===== config.mk =====
export PLATFORM = sky130hd
export DESIGN_NAME = sad_result_monitor
export DESIGN_NICKNAME = d
export VERILOG_FILES = /design/src/rtl/sad_mon_pkg.sv /design/src/rtl/sad_stall_detect.sv /design/src/rtl/sad_result_monitor.sv
export SDC_FILE = /design/constraint.sdc
export NUM_CORES = 1
export LEC_CHECK = 0
export CELL_PAD_IN_SITES_DETAIL_PLACEMENT = 1
export CELL_PAD_IN_SITES_GLOBAL_PLACEMENT = 1
export CORE_ASPECT_RATIO = 2
export CORE_MARGIN = 8
export CORE_UTILIZATION = 29
export CTS_BUF_LIST = sky130_fd_sc_hd__clkbuf_8
export CTS_CLUSTER_DIAMETER = 30
export DETAILED_ROUTE_END_ITERATION = 10
export HOLD_SLACK_MARGIN = 0.05
export PLACE_DENSITY_LB_ADDON = 0.1
export RECOVER_POWER = 100
export SYNTH_ARGS = -nofsm -noshare
export SYNTH_HDL_FRONTEND = slang
export SYNTH_SLANG_ARGS = --single-unit

===== constraint.sdc =====
create_clock -name clk -period 3.61 [get_ports clk]
set_input_delay 0.722 -clock clk [delete_from_list [all_inputs] [get_ports clk]]
set_output_delay 0.722 -clock clk [all_outputs]
set_load 0.005 [all_outputs]

===== src/rtl/sad_mon_pkg.sv =====
// Shared definitions for the SAD result monitor: FSM state codes, the update
// saturation limit and a saturating 8-bit increment helper.
package sad_mon_pkg;

  localparam logic [1:0] ST_IDLE = 2'd0;
  localparam logic [1:0] ST_RUN  = 2'd1;
  localparam logic [1:0] ST_DONE = 2'd2;

  localparam logic [7:0] UPD_MAX = 8'd255;

  function automatic logic [7:0] sat_inc8(input logic [7:0] value);
    if (value == UPD_MAX) begin
      return value;
    end else begin
      return value + 8'd1;
    end
  endfunction

endpackage


===== src/rtl/sad_stall_detect.sv =====
// Watches the program-counter tap and pulses "stalled" once the PC has compared
// equal to its previous value STALL_LIMIT times in a row (terminal jump-to-self).
module sad_stall_detect
  import sad_mon_pkg::*;
#(
  parameter int DATA_W      = 32,
  parameter int STALL_LIMIT = 8
) (
  input  logic              clk,
  input  logic              rst,
  input  logic              clear,
  input  logic              enable,
  input  logic [DATA_W-1:0] pc_in,
  output logic              stalled
);

  logic [DATA_W-1:0] prev_pc_r;
  logic [7:0]        stall_cnt_r;
  logic              same_s;

  assign same_s  = (pc_in == prev_pc_r);
  // Fires on the comparison that would make the run of equal PCs STALL_LIMIT long.
  assign stalled = enable && same_s && (stall_cnt_r == 8'(STALL_LIMIT - 1));

  // PC history and consecutive-equal counter
  always_ff @(posedge clk or negedge rst) begin
    if (!rst) begin
      prev_pc_r   <= '0;
      stall_cnt_r <= 8'd0;
    end else if (clear) begin
      prev_pc_r   <= pc_in;
      stall_cnt_r <= 8'd0;
    end else if (enable) begin
      prev_pc_r <= pc_in;
      if (!same_s) begin
        stall_cnt_r <= 8'd0;
      end else begin
        stall_cnt_r <= sat_inc8(stall_cnt_r);
      end
    end else begin
      prev_pc_r   <= prev_pc_r;
      stall_cnt_r <= stall_cnt_r;
    end
  end

endmodule


===== src/rtl/sad_result_monitor.sv =====
// Observer for the SAD core: records v0/v1 result updates, tracks the minimum
// SAD, detects completion from a stalled PC or a timeout, and latches results.
module sad_result_monitor
  import sad_mon_pkg::*;
#(
  parameter int DATA_W      = 32,
  parameter int STALL_LIMIT = 8,
  parameter int TIMEOUT     = 100000,
  parameter int CNT_W       = 32
) (
  input  logic              clk,
  input  logic              rst,
  input  logic              start,
  input  logic [DATA_W-1:0] v0_in,
  input  logic [DATA_W-1:0] v1_in,
  input  logic [DATA_W-1:0] pc_in,
  output logic              busy,
  output logic              done,
  output logic              timeout,
  output logic              upd_valid,
  output logic [DATA_W-1:0] last_v0,
  output logic [DATA_W-1:0] last_v1,
  output logic [DATA_W-1:0] min_v0,
  output logic [DATA_W-1:0] min_v1,
  output logic [7:0]        upd_count,
  output logic [CNT_W-1:0]  cycle_count
);

  logic [1:0]        state_r;
  logic [1:0]        state_next_s;
  logic [DATA_W-1:0] prev_v0_r;
  logic [DATA_W-1:0] prev_v1_r;
  logic              busy_r;
  logic              done_r;
  logic              timeout_r;
  logic              upd_valid_r;
  logic [DATA_W-1:0] last_v0_r;
  logic [DATA_W-1:0] last_v1_r;
  logic [DATA_W-1:0] min_v0_r;
  logic [DATA_W-1:0] min_v1_r;
  logic [7:0]        upd_count_r;
  logic [CNT_W-1:0]  cycle_count_r;

  logic arm_s;
  logic run_s;
  logic record_s;
  logic new_min_s;
  logic tmo_hit_s;
  logic stalled_s;

  sad_stall_detect #(
    .DATA_W      (DATA_W),
    .STALL_LIMIT (STALL_LIMIT)
  ) u_stall (
    .clk     (clk),
    .rst     (rst),
    .clear   (arm_s),
    .enable  (run_s),
    .pc_in   (pc_in),
    .stalled (stalled_s)
  );

  // FSM state register
  always_ff @(posedge clk or negedge rst) begin
    if (!rst) begin
      state_r <= ST_IDLE;
    end else begin
      state_r <= state_next_s;
    end
  end

  // Next-state logic; a stall completion takes priority over the timeout.
  always_comb begin
    state_next_s = state_r;
    case (state_r)
      ST_IDLE, ST_DONE: begin
        if (start) state_next_s = ST_RUN;
        else       state_next_s = state_r;
      end
      ST_RUN: begin
        if (stalled_s || tmo_hit_s) state_next_s = ST_DONE;
        else                        state_next_s = ST_RUN;
      end
      default: state_next_s = ST_IDLE;
    endcase
  end

  // Per-state control decode
  always_comb begin
    arm_s = 1'b0;
    run_s = 1'b0;
    case (state_r)
      ST_IDLE, ST_DONE: begin
        arm_s = start;
        run_s = 1'b0;
      end
      ST_RUN: begin
        arm_s = 1'b0;
        run_s = 1'b1;
      end
      default: begin
        arm_s = 1'b0;
        run_s = 1'b0;
      end
    endcase
    record_s  = run_s && ((v0_in != prev_v0_r) || (v1_in != prev_v1_r));
    new_min_s = (v0_in < min_v0_r);
    tmo_hit_s = run_s && (cycle_count_r == CNT_W'(TIMEOUT - 1));
  end

  // Status flags, registered from the next state so they line up with it.
  always_ff @(posedge clk or negedge rst) begin
    if (!rst) begin
      busy_r      <= 1'b0;
      done_r      <= 1'b0;
      upd_valid_r <= 1'b0;
      timeout_r   <= 1'b0;
    end else begin
      busy_r      <= (state_next_s == ST_RUN);
      done_r      <= (state_next_s == ST_DONE);
      upd_valid_r <= record_s;
      if (arm_s) begin
        timeout_r <= 1'b0;
      end else if (run_s) begin
        timeout_r <= tmo_hit_s && !stalled_s;
      end else begin
        timeout_r <= timeout_r;
      end
    end
  end

  // Cycle / update counters and tap history
  always_ff @(posedge clk or negedge rst) begin
    if (!rst) begin
      cycle_count_r <= '0;
      upd_count_r   <= 8'd0;
      prev_v0_r     <= '0;
      prev_v1_r     <= '0;
    end else if (arm_s) begin
      cycle_count_r <= '0;
      upd_count_r   <= 8'd0;
      prev_v0_r     <= v0_in;
      prev_v1_r     <= v1_in;
    end else if (run_s) begin
      cycle_count_r <= (cycle_count_r == {CNT_W{1'b1}}) ? cycle_count_r
                                                        : cycle_count_r + CNT_W'(1);
      prev_v0_r     <= v0_in;
      prev_v1_r     <= v1_in;
      if (record_s) upd_count_r <= sat_inc8(upd_count_r);
    end
  end

  // Latched results; strict less-than keeps the first-seen minimum on ties.
  always_ff @(posedge clk or negedge rst) begin
    if (!rst) begin
      last_v0_r <= '0;
      last_v1_r <= '0;
      min_v0_r  <= {DATA_W{1'b1}};
      min_v1_r  <= '0;
    end else if (arm_s) begin
      min_v0_r <= {DATA_W{1'b1}};
      min_v1_r <= '0;
    end else if (record_s) begin
      last_v0_r <= v0_in;
      last_v1_r <= v1_in;
      if (new_min_s) begin
        min_v0_r <= v0_in;
        min_v1_r <= v1_in;
      end
    end
  end

  assign busy        = busy_r;
  assign done        = done_r;
  assign timeout     = timeout_r;
  assign upd_valid   = upd_valid_r;
  assign last_v0     = last_v0_r;
  assign last_v1     = last_v1_r;
  assign min_v0      = min_v0_r;
  assign min_v1      = min_v1_r;
  assign upd_count   = upd_count_r;
  assign cycle_count = cycle_count_r;

endmodule


==> metrics.md, run 1 <==
| Metric | Value |
|---|---|
| Largest clock skew in the final design | 28.0 ps |
| Cells after Synth | 1317 |
| Post-Route Hold Slack | about 480 ps |
| Start-to-end type of the worst setup path | in -> reg |
| Critical Path Sink Type | flip-flop |
| Synth top area cells | sky130_fd_sc_hd__dfrtp_1 47%, sky130_fd_sc_hd__nand2_1 10%, sky130_fd_sc_hd__xor2_1 8.3% |
| Total power draw | 12.2 mW |
| Number of antenna violations at the first check in global routing | 1 |
| Clock buffer count from CTS | between 50 and 60 |
| I/O pin count | approximately 270 |
| Initial standard-cell utilization of the core | between 20% and 30% |
| Iter 0 DRT Violations | between 300 and 400 |
| Critical Path Slowest Stage Cell | sky130_fd_sc_hd__dlygate4sd3_1 |
| Multi-input combinational cell area | approximately 0.0056 mm2 |
| Count of flip-flops with a built-in enable after synthesis | 0 |
| Residual DRC count | 0 |
| Main flop type after synthesis | sky130_fd_sc_hd__dfrtp_1 |
| Overall die width | 167 um |
| Number of storage elements in the synthesis netlist | ~280 |
| Share of the core filled with cells | roughly two fifths |
| HP Class | reg -> reg |
| Sw power | approximately 4.1 mW |
| Switching part of the total power | 33.7% |
| Reg clk slew, reported paths | ~60 ps |
| Endpoint required time on the critical path | 4140 ps |
| Compound-cell area share of the yosys netlist | 5.14% |
| Longest Clk Path Bufs | 3 |
| Post-synthesis instance area | 0.0132 mm2 |
| Cell occurring most often along the worst timing path | sky130_fd_sc_hd__nor4_1 |
| Tightest Pin Transition | roughly 1800 ps |
| Reg-to-reg endpoint | min_v0[24] |
| Unrepaired setup endpoints after global routing | false |
| Wirelength, routed | 44.6 mm |
| Wire length of the first global-routing pass | ~71 mm |
| Proportion of synthesized chip area in sequential cells | 52.9% |
| Clock Power Share | a little under 30% |
| Fraction of synthesized cell area taken by the top area cell type | roughly 47% |
| Via count of the first global-routing pass | approximately 12000 |
| Hold Vio Cnt, Final | 0 |
| Count of max-cap constraint violations | 2 |
| Flip-flop and latch area | about 0.0070 mm2 |
| Routed via count | 10549 |
| Power density over the cells | 677 mW/mm2 |
| Type of element launching the critical path | input pin |
| Relative slew slack | -17.5% |
| Global router's overall resource usage | 16.9% |
| Failing checks | capacitance limit, slew limit |
| Reg2Reg Depth | 10 |
| Port Buffer Count | 270 |
| CP max FO | 52 |
| Placeable Area | 0.0454 mm2 |
| Avg WL per Cell | 19.8 um |
| Outcome | finished with violations |
| Number of stages on the worst hold path | 2 |
| Setup-violating endpoint count in the final report | 0 |
| Maximum frequency from static timing analysis | roughly 310 MHz |
| Clock insertion delay at the later pin of the skew report | 620 ps |
| Library cell occupying the most area in the post-synthesis netlist | sky130_fd_sc_hd__dfrtp_1 |
| Data arrival time at the worst-slack endpoint | 3760 ps |
| Weighted congestion at the end of routability-driven global placement | 0.775 |
| Routed Antenna Nets | 0 |
| Count of filler cells inserted in the layout | 5060 |
| Area growth syn-to-layout | 36.2% |
| Clock Root Buffer | sky130_fd_sc_hd__clkbuf_8 |
| Mux share of post-synthesis cell area | 8.92% |
| Dominant combinational cell family by area after synthesis | simple AND/OR/NAND/NOR gates |
| Leak pwr | 8.43 nW |
| Number of placement rows | 111 |
| Post-Synth XOR/XNOR Area | ~8.5% |
| Count of H-tree levels built during CTS | 2 |
| Synthesis warning total | 0 |
| Delay of the slowest cell on the worst path | 610 ps |
| Worst ir drop on vdd | 0.408 mV |
| DP Wirelength | 32.8 mm |
| Proportion of power drawn by flip-flops and latches | between 30% and 40% |
| Die outline height | around 320 um |
| Detailed-route vias per instance | 4.68 |
| Clock Sinks | 278 |
| CTS tree | built |
| Launch instance of the worst register-to-register path | min_v0[9] |
| Overflow after GRT | 0 |
| Hold EP | last_v1[3] |
| Reg2reg setup slack | 400 ps |
| Share of synthesized cell area in full adder, half adder and majority cells | 3.21% |
| Pin count of the biggest net entering global routing | 102 |
| Die area | ~0.053 mm2 |
| Async set or reset register ratio after synthesis | 100% |
| Final Max Tran Viols | 139 |
| First-pass DRT Iterations | 4 |
| Net count of the mapped netlist | approximately 1500 |
| Synth Area in Simple Gates | between 10% and 20% |
| Critical Path Start | v0_in[22] |
| Power Internal | ~8.1 mW |
| Time the final worst path needs with I/O delays and setup | approximately 3200 ps |
| Cell Chain, Critical Path | dlygate4sd3_1, clkbuf_1, xor2_1, nor4_1, nand4_1, nor4_1, nand2b_1, buf_4, buf_12, nand2_1, o21ai_0 |
| Part of the power in combinational logic | approximately a third |
| Syn_area_per_cell | approximately 10 um2 |
| # nets final | 1776 |
| Post-route clock period utilization | about 90% |
| Fraction of layout cells with a size suffix above 1 | between 10% and 20% |
| Startpoint of the lowest-slack hold path | last_v1[3] |
| Distinct cell type count after synthesis | 46 |
[kinds of logic after synthesis]
group,after synthesis
buffers and inverters,127
DFF,278
AOI/OAI and AO/OA,120
adders and majority gates,34
xor gates and xnor gates,129
and+or+nand+nor,529
muxes,100
[power by group through the flow]
stage | clock network, mW | logic [mW] | registers, mW
after floorplan | 0 | 2.21 | 4.55
after global placement | 0 | 4.51 | 4.63
after detailed placement | 0 | 4.62 | 4.66
after CTS | 3.68 | 4.64 | 4.62
after global routing | 3.79 | 4.58 | 4.69
final | 3.54 | 4.10 | 4.57
[layer usage]
metal / routed length [um] / track usage (%) / up-vias
met2: 20900 / 27.8 / 292
li1: - / - / 5020
met1: 19500 / 21.0 / 5176
met3: 3140 / 4.80 / 61
met4: 1140 / 5.41 / 0
met5: 0 / 0 / -
[layout make-up]
class                   instances  area share (%)
inverters                      72            1.50
repair buffers                327            17.7
clock buffers                  62            4.73
flip-flops and latches        278            38.8
well taps                     565            3.92
diodes                          1          0.0139
multi-input cells             912            31.3
clock inverters                36            1.99
[flip-flops by register name (all words and copies together), names as in the netlist, 32 cells and up]
signal	flops
cycle_count	32
last_v0	32
last_v1	32
min_v0	32
min_v1	32
prev_v0_r	32
prev_v1_r	32
u_stall.prev_pc_r	32
[what timing repair did]
| action | in CTS | in global routing |
|---|---|---|
| buffers inserted | 0 | 0 |
| endpoints found under the hold margin | 37 | 0 |
| hold buffers | 1 | 0 |
| resized for setup | 0 | 0 |
[worst max-delay path, delay by kind of cell]
kind / cells / cell delay (ps)
AOI/OAI and AO/OA: 1 / 90
xor gates and xnor gates: 1 / 170
and+or+nand+nor: 5 / 1430
buffers and inverters: 4 / 1310
[synth_stat cells (4+ instances only)]
master	count
sky130_fd_sc_hd__a21o_1	4
sky130_fd_sc_hd__nand4_1	27
sky130_fd_sc_hd__buf_2	6
sky130_fd_sc_hd__inv_1	72
sky130_fd_sc_hd__nor3_1	8
sky130_fd_sc_hd__and4_1	6
sky130_fd_sc_hd__ha_1	34
sky130_fd_sc_hd__a21oi_1	17
sky130_fd_sc_hd__mux2i_1	37
sky130_fd_sc_hd__buf_4	4
sky130_fd_sc_hd__nor4_1	33
sky130_fd_sc_hd__nand2b_1	4
sky130_fd_sc_hd__dfstp_2	32
sky130_fd_sc_hd__nand2_1	354
sky130_fd_sc_hd__nor2b_1	4
sky130_fd_sc_hd__clkbuf_1	40
sky130_fd_sc_hd__mux2_2	36
sky130_fd_sc_hd__o21ai_0	78
sky130_fd_sc_hd__xnor2_1	4
sky130_fd_sc_hd__dfrtp_1	246
sky130_fd_sc_hd__xor2_1	125
sky130_fd_sc_hd__and3_1	13
sky130_fd_sc_hd__mux2_4	27
sky130_fd_sc_hd__nor2_1	47
sky130_fd_sc_hd__nand3_1	20
[metrics by stage]
step,area [um2],setup TNS [ps],worst slack (ps),std cells
2_1_floorplan,13200,0,576,1317
3_3_place_gp,17000,-14860,-182,2153
3_5_place_dp,17000,-8590,-121,2153
4_1_cts,18200,0,425,2252
5_1_grt,18000,0,143,2253
6_report,18000,0,371,2253
[worst max-delay path by stage]
stage,end,cells past startpoint
2_1_floorplan,min_v0[10],10
4_1_cts,cycle_count[24],7
5_1_grt,min_v0[26],10
6_report,last_v1[21],11
3_3_place_gp,min_v0[31],9
3_5_place_dp,min_v0[3],9
[placed cells by master (no fill, tap or decap), types with 6 or more instances in the layout]
cell type / instances
sky130_fd_sc_hd__nor4_1: 33
sky130_fd_sc_hd__and4_1: 6
sky130_fd_sc_hd__clkinv_2: 9
sky130_fd_sc_hd__clkinvlp_4: 8
sky130_fd_sc_hd__mux2i_1: 37
sky130_fd_sc_hd__nand4_1: 27
sky130_fd_sc_hd__nand3_1: 20
sky130_fd_sc_hd__and3_1: 13
sky130_fd_sc_hd__clkdlybuf4s50_1: 95
sky130_fd_sc_hd__dfrtp_1: 246
sky130_fd_sc_hd__dlygate4sd3_1: 175
sky130_fd_sc_hd__buf_4: 39
sky130_fd_sc_hd__bufinv_16: 6
sky130_fd_sc_hd__a21oi_1: 17
sky130_fd_sc_hd__xor2_1: 125
sky130_fd_sc_hd__ha_1: 34
sky130_fd_sc_hd__o21ai_0: 79
sky130_fd_sc_hd__mux2_1: 25
sky130_fd_sc_hd__nor2_1: 47
sky130_fd_sc_hd__nand2_1: 353
sky130_fd_sc_hd__dfstp_2: 31
sky130_fd_sc_hd__mux2_2: 36
sky130_fd_sc_hd__clkbuf_1: 6
sky130_fd_sc_hd__buf_12: 7
sky130_fd_sc_hd__clkbuf_8: 62
sky130_fd_sc_hd__inv_1: 80
sky130_fd_sc_hd__nor3_1: 8
Power figures use the tool's default switching activity.
==> inputs of run 2 (changes only) <==
--- a/config.mk
+++ b/config.mk
@@ -9,10 +9,11 @@
 export CELL_PAD_IN_SITES_GLOBAL_PLACEMENT = 1
 export CORE_ASPECT_RATIO = 2
 export CORE_MARGIN = 8
-export CORE_UTILIZATION = 29
+export CORE_UTILIZATION = 41
 export CTS_BUF_LIST = sky130_fd_sc_hd__clkbuf_8
 export CTS_CLUSTER_DIAMETER = 30
 export DETAILED_ROUTE_END_ITERATION = 10
+export GPL_TIMING_DRIVEN = 1
 export HOLD_SLACK_MARGIN = 0.05
 export PLACE_DENSITY_LB_ADDON = 0.1
 export RECOVER_POWER = 100
==> run 2 against run 1 <==
Effect of this change:
- the run still ends with capacitance limit, slew limit left
- register-to-register slack improved by 30 ps
- non-clock buffer count is 4 lower
- cell count decreased by 6.8%
- largest cell class unchanged
- critical endpoint is now last_v0[21]
==> metrics.md, run 2 (synthesis gave the netlist of run 1 again) <==
| Metric | Value |
|---|---|
| Avg WL per Cell | 20.4 um (+3.3%) |
| Port Buffer Count | 270 (unchanged) |
| Die area | 0.0386 mm2 (-27%) |
| # nets final | 1767 (-0.51%) |
| Power density over the cells | 656 mW/mm2 (-3.1%) |
| Cell Chain, Critical Path | dlygate4sd3_1, buf_4, xor2_1, nor4_1, buf_4, nand4_1, nor4_1, buf_4, nand2b_4, clkbuf_2, mux2_2 |
| Wire length of the first global-routing pass | 68.1 mm (-4.2%) |
| Most frequent cells in the layout | 353 x sky130_fd_sc_hd__nand2_1, 246 x sky130_fd_sc_hd__dfrtp_1, 174 x sky130_fd_sc_hd__dlygate4sd3_1 |
| Routed via count | 10658 (+1.0%) |
| Die outline height | 270 um (-15%) |
| Count of H-tree levels built during CTS | 2 (unchanged) |
| Number of placement rows | 93 (-16%) |
| Residual DRC count | 0 (unchanged) |
| CTS resizes | 0 (unchanged) |
| Clock buffer count from CTS | 47 (-9.6%) |
| Sw power | 3.89 mW (-5.4%) |
| CTS tree | built |
| Final Max Tran Viols | 219 (+58%) |
| Largest clock skew in the final design | 18.1 ps (-9.89 ps) |
| Iter 0 DRT Violations | 343 (+4.6%) |
| Relative slew slack | -51.1% (-34 points) |
| Worst path bufs/invs | 5 (+1) |
| Clock Sinks | 278 (unchanged) |
| Maximum frequency from static timing analysis | 296 MHz (-4.3%) |
| Setup-violating endpoint count in the final report | 0 (unchanged) |
| Clock Root Buffer | sky130_fd_sc_hd__clkbuf_8 |
| Type of element launching the critical path | input pin |
| Endpoint required time on the critical path | 4050 ps (-90 ps) |
| Cell occurring most often along the worst timing path | sky130_fd_sc_hd__buf_4 |
| Weighted congestion at the end of routability-driven global placement | 0.808 (+4.3%) |
| Power Internal | 7.65 mW (-5.5%) |
| Global router's overall resource usage | 22.7% (+5.8 points) |
| CP max FO | 15 (-71%) |
| Failing checks | capacitance limit, slew limit |
| Proportion of power drawn by flip-flops and latches | 39.5% (+2.1 points) |
| Routed Antenna Nets | 0 (unchanged) |
| Worst ir drop on vdd | 0.373 mV (-8.7%) |
| Leak pwr | 8.32 nW (-1.2%) |
| Detailed-route vias per instance | 5.08 (+8.4%) |
| Wirelength, routed | 42.9 mm (-3.8%) |
| Count of placed standard cells in the final layout, fillers left out | 2099 (-6.8%) |
| Delay of the slowest cell on the worst path | 570 ps (-40 ps) |
| Area growth syn-to-layout | 32.8% |
| Number of antenna violations at the first check in global routing | 2 (+1) |
| Post-route clock period utilization | 93.7% (+4.0 points) |
| Placeable Area | 0.0320 mm2 (-30%) |
| Outcome | finished with violations |
| Cell family contributing the most delay on the critical path | buffers and inverters |
| Part of the power in combinational logic | 34.7% (+1.1 points) |
| Clock insertion delay at the later pin of the skew report | 570 ps (-50 ps) |
| Critical Path Sink Type | flip-flop |
| Fraction of layout cells with a size suffix above 1 | 11.8% (-0.90 points) |
| Longest Clk Path Bufs | 3 (unchanged) |
| Pin count of the biggest net entering global routing | 94 (-7.8%) |
| Initial standard-cell utilization of the core | 41.4% (+12 points) |
| Number of buffers inserted to repair setup after CTS | 0 (unchanged) |
| Number of cells after detailed placement | 2012 (-6.5%) |
| I/O pin count | 271 (unchanged) |
| First-pass DRT Iterations | 4 (unchanged) |
| Time the final worst path needs with I/O delays and setup | 3380 ps (+144 ps) |
| Number of hold-repair buffers added at the cts stage | 0 (-1) |
| Hold Vio Cnt, Final | 0 (unchanged) |
| Clock Power Share | 25.7% (-3.3 points) |
| HP Class | reg -> reg |
| Via count of the first global-routing pass | 11985 (-0.033%) |
| Share of the core filled with cells | 54.9% (+15 points) |
| Unrepaired setup endpoints after global routing | false |
| DP Wirelength | 32.3 mm (-1.5%) |
| Reg clk slew, reported paths | 60 ps (about the same) |
| Leading cell type in the layout, fill and taps excluded | sky130_fd_sc_hd__nand2_1 |
| Start-to-end type of the worst setup path | in -> reg |
| Overall die width | 143 um (-14%) |
| Data arrival time at the worst-slack endpoint | 3820 ps (+60 ps) |
| Critical Path Slowest Stage Cell | sky130_fd_sc_hd__dlygate4sd3_1 |
| Overflow after GRT | 0 (unchanged) |
| Count of max-cap constraint violations | 3 (+1) |
| Switching part of the total power | 33.7% (about the same) |
| Tightest Pin Transition | 2270 ps (+503 ps) |
==> run 2: changes by cell type in the layout (fill, tap and decap cells not counted), moves of 2 or more <==
cell	previous run	this run
sky130_fd_sc_hd__bufinv_16	6	2
sky130_fd_sc_hd__clkinv_4	5	2
sky130_fd_sc_hd__buf_12	7	4
sky130_fd_sc_hd__inv_1	80	85
sky130_fd_sc_hd__clkbuf_4	0	3
sky130_fd_sc_hd__clkinvlp_4	8	4
sky130_fd_sc_hd__clkbuf_1	6	3
sky130_fd_sc_hd__buf_6	2	0
sky130_fd_sc_hd__clkbuf_8	62	60
sky130_fd_sc_hd__clkinv_2	9	5
==> run 2: per-layer routing <==
layer	up-vias	routed length, um	global-route usage (%)
met5	-	0	0
met4	0	1300	7.57
met3	65	2260	4.66
met2	229	23800	43.1
met1	5363	15500	23.7
li1	5001	-	-
==> run 2: power by group through the flow <==
stage               clock network, mW  logic (mW)  registers [mW]
global placement                    0        4.37            4.60
detailed placement                  0        4.51            4.64
floorplan                           0        2.21            4.55
global route                     3.21        4.45            4.66
finish                           2.97        4.00            4.56
CTS                              3.08        4.53            4.60
==> run 2: cell type report <==
class                           count  area (um2)
Antenna cell                        1        2.50
Clock buffer                       60         826
Clock inverter                     26         181
Fill cell                        3594       14400
Inverter                           72         270
Multi-Input combinational cell    912        5640
Sequential cell                   278        7000
Tap cell                          427         534
Timing Repair Buffer              323        3130
==> run 2: final timing paths <==
path	from	to	slack, ps	depth (start not counted)
hold reg to reg	last_v1[10]	last_v1[10]	470	2
setup / recovery	v0_in[10]	last_v0[21]	230	11
setup reg to reg	min_v0[9]	min_v1[22]	430	10
max in group asynchronous	rst	prev_v0_r[7]	780	2
min in group asynchronous	rst	last_v1[17]	790	1
hold / removal	last_v1[10]	last_v1[10]	470	2
==> run 2: worst reg2reg max path, stage by stage (launching register included) <==
cell,delay (ps)
sky130_fd_sc_hd__dfstp_2,530
sky130_fd_sc_hd__inv_1,60
sky130_fd_sc_hd__ha_1,290
sky130_fd_sc_hd__a21oi_1,140
sky130_fd_sc_hd__o21ai_1,120
sky130_fd_sc_hd__a2111oi_2,400
sky130_fd_sc_hd__a21oi_1,150
sky130_fd_sc_hd__or4b_1,500
sky130_fd_sc_hd__a211o_4,380
sky130_fd_sc_hd__buf_4,280
sky130_fd_sc_hd__mux2i_1,190
==> run 2: through the flow <==
stage               worst slack, ps  power, mW  area, um2  hold slack (ps)  setup TNS, ps
floorplan                       576       6.76      13200              426              0
global placement               -196       8.97      16800              461         -12130
detailed placement             -225       9.15      16800              470         -13710
CTS                             387       12.2      17800              160              0
global route                    138       12.3      17600              488              0
finish                          227       11.5      17600              472              0
==> inputs of run 3 (changes only) <==
--- a/config.mk
+++ b/config.mk
@@ -5,6 +5,7 @@
 export SDC_FILE = /design/constraint.sdc
 export NUM_CORES = 1
 export LEC_CHECK = 0
+export CAP_MARGIN = 10
 export CELL_PAD_IN_SITES_DETAIL_PLACEMENT = 1
 export CELL_PAD_IN_SITES_GLOBAL_PLACEMENT = 1
 export CORE_ASPECT_RATIO = 2
@@ -16,7 +17,8 @@
 export GPL_TIMING_DRIVEN = 1
 export HOLD_SLACK_MARGIN = 0.05
 export PLACE_DENSITY_LB_ADDON = 0.1
-export RECOVER_POWER = 100
+export RECOVER_POWER = 50
+export SKIP_CTS_REPAIR_TIMING = 1
 export SYNTH_ARGS = -nofsm -noshare
 export SYNTH_HDL_FRONTEND = slang
 export SYNTH_SLANG_ARGS = --single-unit
==> run 3 against run 2 <==
Effect of this change:
- the run still ends with capacitance limit, slew limit left
- cell count about the same
- combinational power increased by 11%
- via count about the same
- power increased by 3.9%
- setup slack improved by 130 ps
- clock power about the same
- largest cell class unchanged
- largest power group unchanged
- worst hold slack improved by 5.7 ps
- critical path depth increased by 1
- count of clock-buffer cells in the layout unchanged
- register-to-register slack about the same
==> metrics.md, run 3 (synthesis gave the netlist of run 1 again) <==
| Metric | Value |
|---|---|
| Clock Sinks | 278 (unchanged) |
| Via count of the first global-routing pass | 11985 (unchanged) |
| Power density over the cells | 677 mW/mm2 (+3.2%) |
| Share of the core filled with cells | 55.3% (+0.36 points) |
| Leak pwr | 8.28 nW (-0.54%) |
| Longest Clk Path Bufs | 3 (unchanged) |
| Clock Root Buffer | sky130_fd_sc_hd__clkbuf_8 |
| Initial standard-cell utilization of the core | 41.4% (unchanged) |
| Overall die width | 143 um (unchanged) |
| Critical Path Sink Type | flip-flop |
| Number of stages on the worst hold path | 2 (unchanged) |
| Area growth syn-to-layout | 33.7% |
| First-pass DRT Iterations | 4 (unchanged) |
| Reg2reg setup slack | 430 ps (about the same) |
| Launch instance of the worst register-to-register path | min_v0[9] |
| Unrepaired setup endpoints after global routing | false |
| Reg clk slew, reported paths | 60 ps (about the same) |
| Routed via count | 10662 (+0.038%) |
| Time the final worst path needs with I/O delays and setup | 3250 ps (-134 ps) |
| Start-to-end type of the worst setup path | in -> reg |
| Post-route clock period utilization | 90.0% (-3.7 points) |
| Wire length of the first global-routing pass | 68.1 mm (unchanged) |
| Weighted congestion at the end of routability-driven global placement | 0.808 (unchanged) |
| Relative slew slack | -51.4% (-0.30 points) |
| Detailed-route vias per instance | 5.08 (about the same) |
| HP Class | reg -> reg |
| Hold EP | last_v1[10] |
| Clock insertion delay at the later pin of the skew report | 570 ps (about the same) |
| TNS Setup | 0 ps (unchanged) |
| Die outline height | 270 um (unchanged) |
| Most frequent cells in the layout | 353 x sky130_fd_sc_hd__nand2_1, 269 x sky130_fd_sc_hd__clkdlybuf4s50_1, 246 x sky130_fd_sc_hd__dfrtp_1 |
| Cell Chain, Critical Path | clkdlybuf4s50_1, buf_4, xor2_1, nor4_1, buf_4, nand4_1, nor4_1, buf_4, nand2b_4, a211o_4, buf_4, mux2i_1 |
| CTS tree | built |
| Worst slack, placed | -225 ps (unchanged) |
| Global router's overall resource usage | 22.7% (unchanged) |
| I/O pin count | 271 (unchanged) |
| Failing checks | capacitance limit, slew limit |
| Maximum frequency from static timing analysis | 308 MHz (+4.1%) |
| Largest clock skew in the final design | 18.3 ps (+0.168 ps) |
| Residual DRC count | 0 (unchanged) |
| Delay of the slowest cell on the worst path | 440 ps (-130 ps) |
| Setup-violating endpoint count in the final report | 0 (unchanged) |
| Data arrival time at the worst-slack endpoint | 3730 ps (-90 ps) |
| Reg-to-reg endpoint | min_v1[22] |
| Wirelength, routed | 43.0 mm (+0.14%) |
| Count of H-tree levels built during CTS | 2 (unchanged) |
| Overflow after GRT | 0 (unchanged) |
| Iter 0 DRT Violations | 312 (-9.0%) |
| Tightest Pin Transition | 2270 ps (+4.51 ps) |
| Placeable Area | 0.0320 mm2 (unchanged) |
| Number of placement rows | 93 (unchanged) |
| Hold Vio Cnt, Final | 0 (unchanged) |
| Reg2Reg Depth | 10 (unchanged) |
| Pin count of the biggest net entering global routing | 94 (unchanged) |
| Cell occurring most often along the worst timing path | sky130_fd_sc_hd__buf_4 |
| Startpoint of the lowest-slack hold path | last_v1[10] |
| Post-layout worst setup margin | 361 ps (+134 ps) |
| Type of element launching the critical path | input pin |
| Die area | 0.0386 mm2 (unchanged) |
| # nets final | 1767 (unchanged) |
| DP Wirelength | 32.3 mm (unchanged) |
| Routed Antenna Nets | 0 (unchanged) |
| Number of antenna violations at the first check in global routing | 2 (unchanged) |
| Port Buffer Count | 270 (unchanged) |
| Final Max Tran Viols | 219 (unchanged) |
| Count of max-cap constraint violations | 3 (unchanged) |
| Worst ir drop on vdd | 0.385 mV (+3.2%) |
| CP max FO | 22 (+7) |
| Critical Path Slowest Stage Cell | sky130_fd_sc_hd__clkdlybuf4s50_1 |
| Clock buffer count from CTS | 47 (unchanged) |
| Leading cell type in the layout, fill and taps excluded | sky130_fd_sc_hd__nand2_1 |
| Outcome | finished with violations |
| Count of filler cells inserted in the layout | 3568 (-0.72%) |
| Endpoint required time on the critical path | 4090 ps (+40 ps) |
| Avg WL per Cell | 20.5 um (about the same) |
| Fraction of layout cells with a size suffix above 1 | 13.5% (+1.7 points) |
[run 3: cell types whose count changed in the layout (fill, tap and decap cells not counted), sizes merged]
| cell | previous run | this run |
|---|---|---|
| buf | 44 | 47 |
| clkbuf | 70 | 67 |
| clkdlybuf4s50 | 95 | 269 |
| diode | 1 | 2 |
| dlygate4sd3 | 174 | 0 |
[run 3: where the power goes]
| group | internal, mW | switching (mW) |
|---|---|---|
| clock network | 1.65 | 1.33 |
| registers | 4.02 | 0.570 |
| logic | 2.36 | 2.06 |
[run 3: cell type report]
cell class	instances	area, um2	area share, %
inverters	72	270	1.53
clock inverters	26	181	1.03
multi-input cells	912	5750	32.5
diodes	2	5.00	0.0283
repair buffers	323	3140	17.7
clock buffers	60	826	4.67
flip-flops and latches	278	7000	39.5
well taps	427	534	3.02
[run 3: through the flow]
| stage | std cells | hold slack, ps | total power, mW | instance area, um2 |
|---|---|---|---|---|
| detailed placement | 2012 | 470 | 9.15 | 16800 |
| floorplan | 1317 | 426 | 6.76 | 13200 |
| global route | 2099 | 493 | 12.8 | 17700 |
| CTS | 2098 | 160 | 12.2 | 17800 |
| finish | 2100 | 478 | 12.0 | 17700 |
| global placement | 2012 | 461 | 8.97 | 16800 |
[run 3: layer usage]
layer / global-route usage, % / vias up / routed length (um)
li1: - / 5000 / -
met1: 23.7 / 5366 / 15600
met2: 43.1 / 235 / 23900
met3: 4.66 / 61 / 2260
met4: 7.57 / 0 / 1250
met5: 0 / - / 0
[run 3: worst max-delay path: cells and delay by family]
kind                   cells  cell delay [ps]
buffers and inverters      5             1350
XOR/XNOR                   1              150
AND/OR/NAND/NOR            4             1060
multiplexers               1              260
AO/OA/AOI/OAI              1              150
[run 3: how the worst max path moves through the flow]
stage | startpoint | to | slack [ps] | cells past startpoint
finish | v0_in[10] | min_v1[22] | 360 | 12
floorplan | v0_in[11] | min_v0[10] | 580 | 10
global placement | v0_in[9] | min_v1[31] | -200 | 10
global route | start | prev_v1_r[7] | 180 | 5
CTS | min_v0[9] | min_v1[22] | 390 | 10
detailed placement | v0_in[10] | min_v1[22] | -220 | 12
